--- src/rtl/pb_multi_conditioner.sv ---
// ----------------------------------------------------------------------------
// pb_multi_conditioner
//
// Conditions N independent push-button channels for use by FSM/counter logic
// running on the system clock. Each channel has:
//   - a 2-flop synchroniser on the raw input,
//   - a sample-count debouncer producing a clean level,
//   - a small FSM (IDLE / PRESSED / LONG) producing one-cycle press and
//     release pulses, a long-press level, and optional auto-repeat presses.
//
// Ports
//   clk         in   1  system clock, all logic on the rising edge
//   rst_n       in   1  asynchronous, active-low reset
//   pb_in       in   N  raw button inputs, active high, asynchronous to clk
//   rpt_en      in   N  per-channel auto-repeat enable, sampled every cycle
//   pb_deb      out  N  debounced level
//   pb_press    out  N  1-cycle pulse on press and on each auto-repeat
//   pb_release  out  N  1-cycle pulse on release
//   pb_long     out  N  level, high while long-press is active
// ----------------------------------------------------------------------------
module pb_multi_conditioner #(
    parameter int N        = 4,
    parameter int DEB_LEN  = 4,
    parameter int HOLD_CYC = 100,
    parameter int RPT_CYC  = 25
) (
    input  logic         clk,
    input  logic         rst_n,
    input  logic [N-1:0] pb_in,
    input  logic [N-1:0] rpt_en,
    output logic [N-1:0] pb_deb,
    output logic [N-1:0] pb_press,
    output logic [N-1:0] pb_release,
    output logic [N-1:0] pb_long
);

    localparam int DW = $clog2(DEB_LEN + 1);
    localparam int HW = $clog2(HOLD_CYC + 1);
    localparam int RW = $clog2(RPT_CYC + 1);

    localparam logic [DW-1:0] DEB_LAST  = DW'(DEB_LEN - 1);
    localparam logic [HW-1:0] HOLD_LAST = HW'(HOLD_CYC - 1);
    localparam logic [HW-1:0] HOLD_SAT  = HW'(HOLD_CYC);
    localparam logic [RW-1:0] RPT_LAST  = RW'(RPT_CYC - 1);

    typedef enum logic [1:0] {
        IDLE    = 2'd0,
        PRESSED = 2'd1,
        LONG    = 2'd2
    } state_t;

    logic [N-1:0]         sync1_q, sync1_d;
    logic [N-1:0]         sync2_q, sync2_d;
    logic [N-1:0]         deb_q, deb_d;
    logic [N-1:0][DW-1:0] deb_cnt_q, deb_cnt_d;
    logic [N-1:0][HW-1:0] hold_cnt_q, hold_cnt_d;
    logic [N-1:0][RW-1:0] rpt_cnt_q, rpt_cnt_d;
    logic [N-1:0]         press_q, press_d;
    logic [N-1:0]         release_q, release_d;
    logic [N-1:0]         long_q, long_d;
    state_t               state_q [N];
    state_t               state_d [N];

    // Next-state logic for every channel. The FSM reacts to the debouncer's
    // next value (deb_d) so that press/release pulses are registered on the
    // very same edge that pb_deb changes. A release always takes priority
    // over a hold or repeat terminal count landing on the same edge.
    always_comb begin
        sync1_d    = pb_in;
        sync2_d    = sync1_q;
        deb_d      = deb_q;
        deb_cnt_d  = deb_cnt_q;
        hold_cnt_d = hold_cnt_q;
        rpt_cnt_d  = rpt_cnt_q;
        press_d    = '0;
        release_d  = '0;
        long_d     = '0;
        state_d    = state_q;

        for (int i = 0; i < N; i++) begin
            // Debounce: count consecutive disagreeing samples; any agreeing
            // sample restarts the count, so short bounces never get through.
            if (sync2_q[i] != deb_q[i]) begin
                if (deb_cnt_q[i] == DEB_LAST) begin
                    deb_d[i]     = ~deb_q[i];
                    deb_cnt_d[i] = '0;
                end else begin
                    deb_cnt_d[i] = deb_cnt_q[i] + DW'(1);
                end
            end else begin
                deb_cnt_d[i] = '0;
            end

            case (state_q[i])
                IDLE: begin
                    if (deb_d[i] && !deb_q[i]) begin
                        state_d[i]    = PRESSED;
                        press_d[i]    = 1'b1;
                        hold_cnt_d[i] = '0;
                    end
                end
                PRESSED: begin
                    if (!deb_d[i] && deb_q[i]) begin
                        state_d[i]   = IDLE;
                        release_d[i] = 1'b1;
                    end else if (hold_cnt_q[i] == HOLD_LAST) begin
                        // hold_cnt parks at HOLD_CYC for the rest of the press
                        state_d[i]    = LONG;
                        hold_cnt_d[i] = HOLD_SAT;
                        rpt_cnt_d[i]  = '0;
                        press_d[i]    = rpt_en[i];
                    end else begin
                        hold_cnt_d[i] = hold_cnt_q[i] + HW'(1);
                    end
                end
                LONG: begin
                    if (!deb_d[i] && deb_q[i]) begin
                        state_d[i]   = IDLE;
                        release_d[i] = 1'b1;
                    end else if (rpt_cnt_q[i] == RPT_LAST) begin
                        // The repeat counter free-runs so toggling rpt_en
                        // never shifts the phase of later repeats.
                        rpt_cnt_d[i] = '0;
                        press_d[i]   = rpt_en[i];
                    end else begin
                        rpt_cnt_d[i] = rpt_cnt_q[i] + RW'(1);
                    end
                end
                default: begin
                    state_d[i] = IDLE;
                end
            endcase

            long_d[i] = (state_d[i] == LONG);
        end
    end

    // State registers; everything clears immediately when rst_n drops.
    always_ff @(posedge clk or negedge rst_n) begin
        if (!rst_n) begin
            sync1_q    <= '0;
            sync2_q    <= '0;
            deb_q      <= '0;
            deb_cnt_q  <= '0;
            hold_cnt_q <= '0;
            rpt_cnt_q  <= '0;
            press_q    <= '0;
            release_q  <= '0;
            long_q     <= '0;
            for (int i = 0; i < N; i++) begin
                state_q[i] <= IDLE;
            end
        end else begin
            sync1_q    <= sync1_d;
            sync2_q    <= sync2_d;
            deb_q      <= deb_d;
            deb_cnt_q  <= deb_cnt_d;
            hold_cnt_q <= hold_cnt_d;
            rpt_cnt_q  <= rpt_cnt_d;
            press_q    <= press_d;
            release_q  <= release_d;
            long_q     <= long_d;
            state_q    <= state_d;
        end
    end

    assign pb_deb     = deb_q;
    assign pb_press   = press_q;
    assign pb_release = release_q;
    assign pb_long    = long_q;

endmodule

--- config.mk ---
export PLATFORM = sky130hd
export DESIGN_NAME = pb_multi_conditioner
export DESIGN_NICKNAME = d
export VERILOG_FILES = /design/src/rtl/pb_multi_conditioner.sv
export SDC_FILE = /design/constraint.sdc
export NUM_CORES = 1
export LEC_CHECK = 0
export CAP_MARGIN = 20
export CORE_ASPECT_RATIO = 1.2
export CORE_MARGIN = 4
export CORE_UTILIZATION = 48
export CTS_CLUSTER_DIAMETER = 100
export CTS_CLUSTER_SIZE = 16
export DETAILED_ROUTE_END_ITERATION = 6
export HOLD_SLACK_MARGIN = 0.06
export PLACE_DENSITY_LB_ADDON = 0.15
export SYNTH_ARGS = -nofsm -noshare
export SYNTH_HDL_FRONTEND = slang
export SYNTH_SLANG_ARGS = --single-unit
--- constraint.sdc ---
create_clock -name clk -period 2.4 [get_ports clk]
set_input_delay 0.48 -clock clk [delete_from_list [all_inputs] [get_ports clk]]
set_output_delay 0.48 -clock clk [all_outputs]
set_load 0.05 [all_outputs]
Word-level counts from Yosys, hierarchy flattened
Cells that the tools add are included.

word-level totals
  flip-flop bits (word level) = 92
  bits in latches = 0
  memory bits (writable) = 0
  ROM bits = 0
  input port bits = 10
  output and inout port bits = 16
  memories = 0

cells by class
  add/sub/neg operators = 12
  multiply operators = 0
  divide/modulo/power cells = 0
  $lt $le $gt $ge = 0
  equality and inequality tests = 44
  shifts and indexed selects = 0
  multiplexer cells = 104
  bitwise logic cells = 4
  reductions and logical operators = 40

operators with widths
  cell                 count
  $mux 7               12
  $mux 5               16
  $pmux 7 s2           4
  $pmux 5 s2           4
  $mux 1               36
  $mux 2               16
  $ne 2x2->1 const B   16
  $add 7x1->7 const B  4
  $eq 7x7->1 const B   4
  $mux 3               8
  $pmux 2 s3           4
  $add 5x1->5 const B  4
  $eq 5x5->1 const B   4
  $eq 2x2->1 const B   8
  $reduce_and 4->1     4
  $reduce_bool 2->1    8
  $add 3x1->3 const B  4
  $eq 3x2->1 const B   4
  $pmux 1 s3           4
  $reduce_and 3->1     4
  $eq 2x1->1 const B   4
  $logic_and 1x1->1    8
  $logic_not 1->1      8
  $logic_not 2->1      4
  3 further kinds      12

Logic depth before layout (Yosys ltp)
Gate-level depths: netlist of run 1.

  depth in word-level cells = 8
  gate-level depth with buffers = 7
  mapped depth without buffers = 6

Worst setup path before layout of run 1
No wires, ideal clock.

  path kind = reg2reg
  start point = register state_q[5] (netlist bit)
  end point = register hold_cnt_q[10] (netlist bit)
  setup time = 122 ps
  arrival time = 1593 ps
  data required time = 2278 ps
  path slack = 686 ps
  cell stages (with the launch flop) = 7
  clock period less this slack = 1714 ps
  cells stage by stage = dfrtp_1 inv_1 ha_1 and2b_1 a31oi_2 nor2_1 a32o_1

on the way
  word-level cells in the longest chain between the ends = 3

RTL lines
  element                                                           line  RTL
  start, declared                                                   61    state_t state_q [N];
  start signal, assigned                                            163   state_q <= state_d;
  $eq 2x1->1 or $logic_not 2->1 (tied branches)                     94    case (state_q[i])
  $ne 2x2->1 (no source line) or $reduce_bool 2->1 (tied branches)  -
  $reduce_and 3->1 (no source line)                                 -
  end signal, assigned                                              158   hold_cnt_q <= hold_cnt_d;
  end, declared                                                     56    logic [N-1:0][HW-1:0] hold_cnt_q, hold_cnt_d;

Parallel ways exist; a longest one is shown, timed or not.
A chain may end at the register's enable or synchronous reset.

Worst setup path in the final report of run 1
  start point = register deb_q[2] (netlist: pb_deb[2])
  end point = output port pb_deb[2]

RTL lines
  element                 line  RTL
  start, declared         54    logic [N-1:0] deb_q, deb_d;
  start signal, assigned  143   deb_q <= '0;
  start signal, assigned  156   deb_q <= deb_d;
  end, declared           31    output logic [N-1:0] pb_deb,

No word-level cell between the ends.

==> run_results.csv, run 1 <==
group,metric,value,unit
worst_setup_path,critPathSlowestCell,"clkdlybuf4s50_1",
die,rows,41,
route,wirelength,9850,um
synth,synth_edf_count,0,
sta,final_max_slew_viol_count,0,
placed_design,hpwl,7030,um
route,drc,0,
clock_tree,clk_latency,0.34,ns
finish,area_delta_synth_final,13.8,%
route,drt-wirelength-per-cell,15.0,um
sta,rsz0062_at_grt,"false",
worst_setup_path,crit_cells,1,
worst_setup_path,rr_startpoint,"state_q[3]",
global_routing,grt_overflow,0,
sta,skew,0.00692,ns
min_path,hold_class,"in2async",
synth,yosysSeqAreaShare,44.9,%
die,die_h,121,um
die,die-area,0.0124,mm^2
worst_setup_path,crit_buf_inv,1,
global_routing,grt_max_degree,63,
synth,ys_types,70,
synth,syn_area_per_cell,10.4,um^2
worst_setup_path,end_kind,"output port",
clock_tree,numCtsBuffers,9,
route,first_iter_violations,122,
sta,fin_crit,2.20,ns
synth,synth_area,0.00513,mm^2
sta,hold_violations,0,
clock_tree,cts_htree_levels,3,
worst_setup_path,critical-path-top-delay-family,"buffers and inverters",
global_routing,antenna_found_initial,0,
sta,slew_headroom,62.9,%
clock_tree,clock-sinks,92,
placed_design,gp_congestion,0.849,
sta,setup_violations,0,
worst_setup_path,r2r_slack,0.40,ns
die,core,0.0105,mm^2
power_and_ir_drop,vdd_drop_max,0.385,mV
power_and_ir_drop,leakage,0.00245,uW
clock_tree,cts_tree,"done",
route,ant_nets,0,
clock_tree,post_cts_buffers,0,
worst_setup_path,r2r_end,"hold_cnt_q[18]",
clock_tree,clockRootBuffer,"clkbuf_16",
finish,antenna_cells,0,
clock_tree,ctsHoldBuffers,0,
synth,synth_warnings,0,
sta,clock.fmax,0.454,GHz
synth,synth_top_flop_cell,"dfrtp_1",
synth,synthesis.nets,533,
worst_setup_path,cp_max_fo,10,
job,maxCapViolations,0,
worst_setup_path,worstSetupPathType,"reg2out",
die,pin_count,26,
clock_tree,clock_path_buffers,2,
die,dieWidth,102,um
finish,final_cell_mix,"dfrtp_1, o21ai_0, inv_1",
placed_design,port_buffers,25,
power_and_ir_drop,powerDensity,800,mW/mm^2
global_routing,grt_pass1_vias,3790,
sta,max_slew.worst_pin.slew,0.555,ns
global_routing,grt_pass1_wl,17100,um
worst_setup_path,rr_worst_depth,6,
synth,synth-async-reset-ratio,100,%
synth,synth_seq_cells,92,
run_status,status,"finished, final reports clean",
route,num_vias,3866,
worst_setup_path,max_stage_delay,0.87,ns
clock_tree,post_cts_resized,0,
clock_tree,cts.reportedPaths.clkPinSlew,0.07,ns
finish,num-fill-cells,935,
die,start_util,49.0,%
sta,timing.final.crit_share,91.7,%
global_routing,grtUsageTotal,17.0,%
finish,drive_gt1_share,10.1,%
worst_setup_path,arrival,1.72,ns
sta,setup_tns,0,ns
synth,netlist_instances,491,
worst_setup_path,cp.required,1.92,ns
route,first_pass_iters,5,
finish,final_nets,563,
finish,final_common_cell,"dfrtp_1",
route,vias_per_cell,5.90,
finish,utilization,55.8,%
worst_setup_path,setup.worst_path.start_class,"flip-flop",
worst_setup_path,cp_cell_sequence,"clkdlybuf4s50_1",
layout make-up:
cell class,instances,area (um^2),share of cell area [%]
clock buffers,11,243,4.16
clock inverters,5,85.1,1.46
inverters,34,128,2.19
multi-input cells,354,2620,44.9
flip-flops and latches,92,2300,39.4
well taps,129,161,2.76
repair buffers,30,298,5.10
cells in the mapped netlist, types with 6 or more instances:
library cell / count / area, um^2
dfrtp_1: 92 / 2300
o21ai_0: 41 / 205
inv_1: 34 / 128
ha_1: 32 / 400
nand3_1: 25 / 125
nand2_1: 24 / 90.1
nor2_1: 21 / 78.8
o211ai_1: 13 / 97.6
a32o_1: 12 / 120
nor2b_1: 11 / 68.8
nor3b_1: 11 / 82.6
a21oi_1: 10 / 50.1
a211o_1: 8 / 70.1
nor3_1: 8 / 40.0
nand4bb_1: 7 / 78.8
and3_1: 6 / 37.5
nand2b_1: 6 / 37.5
nand4_1: 6 / 37.5
o2bb2ai_1: 6 / 52.6
o31ai_1: 6 / 45.0
xnor2_1: 6 / 52.6
through the flow:
step	cell area (um^2)	instances	hold WS [ns]	setup WS [ns]	total power, uW
after floorplan	5130	491	0.184	0.686	2850
after global placement	5510	639	0.334	0.534	3130
after detailed placement	5510	639	0.336	0.456	3160
after CTS	5840	655	0.0708	0.178	4720
after global routing	5840	655	0.0906	0.134	4960
final	5840	655	0.0671	0.199	4670
report_power, final:
part / total (uW) / internal [uW] / switching (uW) / leakage, uW
combinational: 1240 / 477 / 759 / 0.00105
clock: 1540 / 945 / 597 / 0.000156
sequential: 1890 / 1730 / 168 / 0.00125
total: 4670 / 3150 / 1520 / 0.00245
routing by layer:
metal	track usage, %	vias to the layer above	part of all wire (%)
li1	-	1905	-
met5	0	-	0
met1	21.8	1893	46
met4	7.38	0	1.6
met3	2.82	14	2.9
met2	28.0	54	49
worst register-to-register path: cells and delay by family, from the launching register on:
| family | cells | cell delay, ns |
|---|---|---|
| buffers and inverters | 2 | 0.24 |
| AND/OR/NAND/NOR | 1 | 0.22 |
| flip-flops | 1 | 0.43 |
| adder cells (fa/ha/maj) | 1 | 0.34 |
| AO/OA/AOI/OAI | 2 | 0.66 |
registers in the layout, indices dropped and copies added, names as in the netlist:
register    cells
pb_release      4
sync1_q         4
pb_long         4
hold_cnt_q     28
state_q         8
pb_press        4
deb_cnt_q      12
sync2_q         4
pb_deb          4
rpt_cnt_q      20
how the worst max path moves through the flow:
stage	start	endpoint	slack (ns)
2_1_floorplan	state_q[5]	hold_cnt_q[10]	0.69
3_3_place_gp	state_q[3]	rpt_cnt_q[12]	0.53
3_5_place_dp	state_q[3]	hold_cnt_q[18]	0.46
4_1_cts	pb_deb[2]	pb_deb[2]	0.18
5_1_grt	pb_deb[2]	pb_deb[2]	0.13
6_report	pb_deb[2]	pb_deb[2]	0.20
logic make-up (layout without fill, tap and decap cells):
kind of cell             after synthesis  in the layout  synth area share, %
multiplexers                           5              5                 1.02
AND/OR/NAND/NOR                      165            165                 20.2
AO/OA/AOI/OAI                        146            146                 21.1
flip-flops                            92             92                 44.9
adder cells (fa/ha/maj)               32             32                 7.80
XOR/XNOR                               6              6                 1.02
buffers and inverters                 45             80                 4.00
No activity file was read; power rests on OpenSTA's default activity.
==> run 2, diff against run 1 <==
--- a/config.mk
+++ b/config.mk
@@ -14,6 +14,7 @@
 export DETAILED_ROUTE_END_ITERATION = 6
 export HOLD_SLACK_MARGIN = 0.06
 export PLACE_DENSITY_LB_ADDON = 0.15
+export REMOVE_ABC_BUFFERS = 1
 export SYNTH_ARGS = -nofsm -noshare
 export SYNTH_HDL_FRONTEND = slang
 export SYNTH_SLANG_ARGS = --single-unit
==> run_results.csv, run 2 (synthesis results as in run 1) <==
group,metric,value,unit
min_path,hold_end,"sync2_q[2]",
power_and_ir_drop,switching_power,1510,uW
clock_tree,post_cts_buffers,0,
placed_design,hpwl,7070,um
finish,multi_input_area,0.00262,mm^2
worst_setup_path,max_stage_delay,0.87,ns
finish,num-fill-cells,930,
global_routing,use_met3,3.45,%
route,num_vias,3914,
die,pin_count,26,
sta,slew_headroom,58.0,%
power_and_ir_drop,vdd_drop_max,0.504,mV
finish,final_cell_mix,"dfrtp_1, o21ai_0, inv_1",
clock_tree,post_cts_resized,0,
worst_setup_path,critical-path-top-delay-family,"buffers and inverters",
worst_setup_path,arrival,1.72,ns
finish,final_nets,565,
route,ant_nets,0,
clock_tree,numCtsBuffers,9,
sta,rsz0062_at_grt,"false",
worst_setup_path,critPathSlowestCell,"clkdlybuf4s50_1",
clock_tree,clockRootBuffer,"clkbuf_16",
die,die_h,121,um
global_routing,gr-usage-met2,27.0,%
placed_design,gp_congestion,0.840,
global_routing,grt_pass1_vias,3708,
sta,setup_violations,0,
finish,largest_reg_flops,28,
finish,ff_latch_area,0.00230,mm^2
clock_tree,clock-sinks,92,
power_and_ir_drop,switching_share,32.0,%
sta,timing.final.crit_share,91.9,%
route,first_iter_violations,182,
sta,final_max_slew_viol_count,0,
die,core,0.0105,mm^2
power_and_ir_drop,p_int,3220,uW
route,drc,0,
sta,max_slew.worst_pin.slew,0.629,ns
sta,whs,0.357,ns
finish,max_flop_register,"hold_cnt_q",
worst_setup_path,r2r_slack,0.44,ns
clock_tree,cts.reportedPaths.clkPinSlew,0.06,ns
clock_tree,cts_tree,"done",
sta,fin_crit,2.20,ns
power_and_ir_drop,p_comb_share,26.0,%
worst_setup_path,cp_max_fo,10,
finish,final_common_cell,"dfrtp_1",
finish,area_delta_synth_final,14.3,%
global_routing,met1_usage,22.8,%
clock_tree,cts_htree_levels,3,
worst_setup_path,worstSetupPathType,"reg2out",
min_path,hp-start,"sync1_q[2]",
clock_tree,ctsHoldBuffers,1,
route,first_pass_iters,4,
global_routing,grt_overflow,0,
sta,skew,0.00721,ns
global_routing,grtUsageTotal,17.0,%
worst_setup_path,cp.required,1.92,ns
global_routing,grt_busiest_layer,"met2",
power_and_ir_drop,pwr-share-clk,33.8,%
route,vias_per_cell,5.96,
sta,setup_tns,0,ns
clock_tree,clock_path_buffers,2,
global_routing,grt_pass1_wl,17100,um
global_routing,grt_max_degree,55,
die,start_util,49.0,%
worst_setup_path,end_kind,"output port",
worst_setup_path,cp_cell_sequence,"clkdlybuf4s50_1",
power_and_ir_drop,leakage,0.00247,uW
job,maxCapViolations,0,
worst_setup_path,crit_buf_inv,1,
power_and_ir_drop,p_seq_share,40.2,%
finish,antenna_cells,0,
route,drt-wirelength-per-cell,15.2,um
die,rows,41,
global_routing,antenna_found_initial,0,
die,die-area,0.0124,mm^2
worst_setup_path,rr_startpoint,"state_q[5]",
finish,top_regs,"hold_cnt_q: 28 flops, rpt_cnt_q: 20 flops, deb_cnt_q: 12 flops",
run_status,status,"finished, final reports clean",
worst_setup_path,r2r_end,"hold_cnt_q[10]",
worst_setup_path,setup.worst_path.start_class,"flip-flop",
min_path,hold_class,"reg2reg",
min_path,hold_depth,0,
placed_design,port_buffers,25,
sta,hold_violations,0,
sta,clock.fmax,0.454,GHz
route,wirelength,10000,um
worst_setup_path,rr_worst_depth,6,
finish,drive_gt1_share,10.0,%
die,dieWidth,102,um
clock_tree,clk_latency,0.34,ns
power_and_ir_drop,powerDensity,806,mW/mm^2
run 2: changes by cell type in the layout (fill, tap and decap cells not counted), sizes merged:
| cell | before | now |
|---|---|---|
| dlygate4sd3 | 0 | 1 |
| clkinvlp | 1 | 0 |
| buf | 6 | 7 |
| bufinv | 2 | 3 |
run 2: cell type report:
class,instances,area share [%]
clock buffers,11,3.97
clock inverters,5,1.71
well taps,129,2.75
repair buffers,32,5.38
flip-flops and latches,92,39.3
multi-input cells,354,44.7
inverters,34,2.18
run 2: layer usage:
layer  share of wire (%)  wire length [um]  vias to the layer above
li1                    -                 -                     1903
met1                  47              4750                     1937
met2                  48              4750                       61
met3                 3.4               342                       13
met4                 1.6               156                        0
met5                   0                 0                        -
run 2: metrics by stage:
step | power (uW) | util, % | setup slack [ns] | instances | cell area [um^2]
6_report | 4730 | 56.0 | 0.195 | 657 | 5860
5_1_grt | 5000 | 56.0 | 0.140 | 657 | 5860
4_1_cts | 4780 | 56.0 | 0.189 | 657 | 5860
3_5_place_dp | 3160 | 52.7 | 0.440 | 640 | 5520
3_3_place_gp | 3130 | 52.7 | 0.523 | 640 | 5520
2_1_floorplan | 2790 | - | 0.587 | 480 | 5050
run 2: how the worst max path moves through the flow:
stage / from / end / slack, ns / cells after the start
after CTS: pb_deb[2] / pb_deb[2] / 0.19 / 1
after global routing: pb_deb[2] / pb_deb[2] / 0.14 / 1
final: pb_deb[2] / pb_deb[2] / 0.20 / 1
after detailed placement: state_q[3] / hold_cnt_q[18] / 0.44 / 6
after floorplan: state_q[7] / hold_cnt_q[3] / 0.59 / 6
after global placement: state_q[4] / hold_cnt_q[10] / 0.52 / 6
run 2: power groups by stage:
stage          sequential [uW]  combinational, uW  clock, uW
6_report                  1900               1230       1600
5_1_grt                   1930               1360       1710
4_1_cts                   1900               1240       1640
3_5_place_dp              1930               1230          0
3_3_place_gp              1920               1210          0
2_1_floorplan             2010                781          0
==> run 3, diff against run 2 <==
--- a/config.mk
+++ b/config.mk
@@ -5,7 +5,6 @@
 export SDC_FILE = /design/constraint.sdc
 export NUM_CORES = 1
 export LEC_CHECK = 0
-export CAP_MARGIN = 20
 export CORE_ASPECT_RATIO = 1.2
 export CORE_MARGIN = 4
 export CORE_UTILIZATION = 48
==> results of run 3 <==
Same layout as run 2: the final DEF is identical, and so are final timing and power.
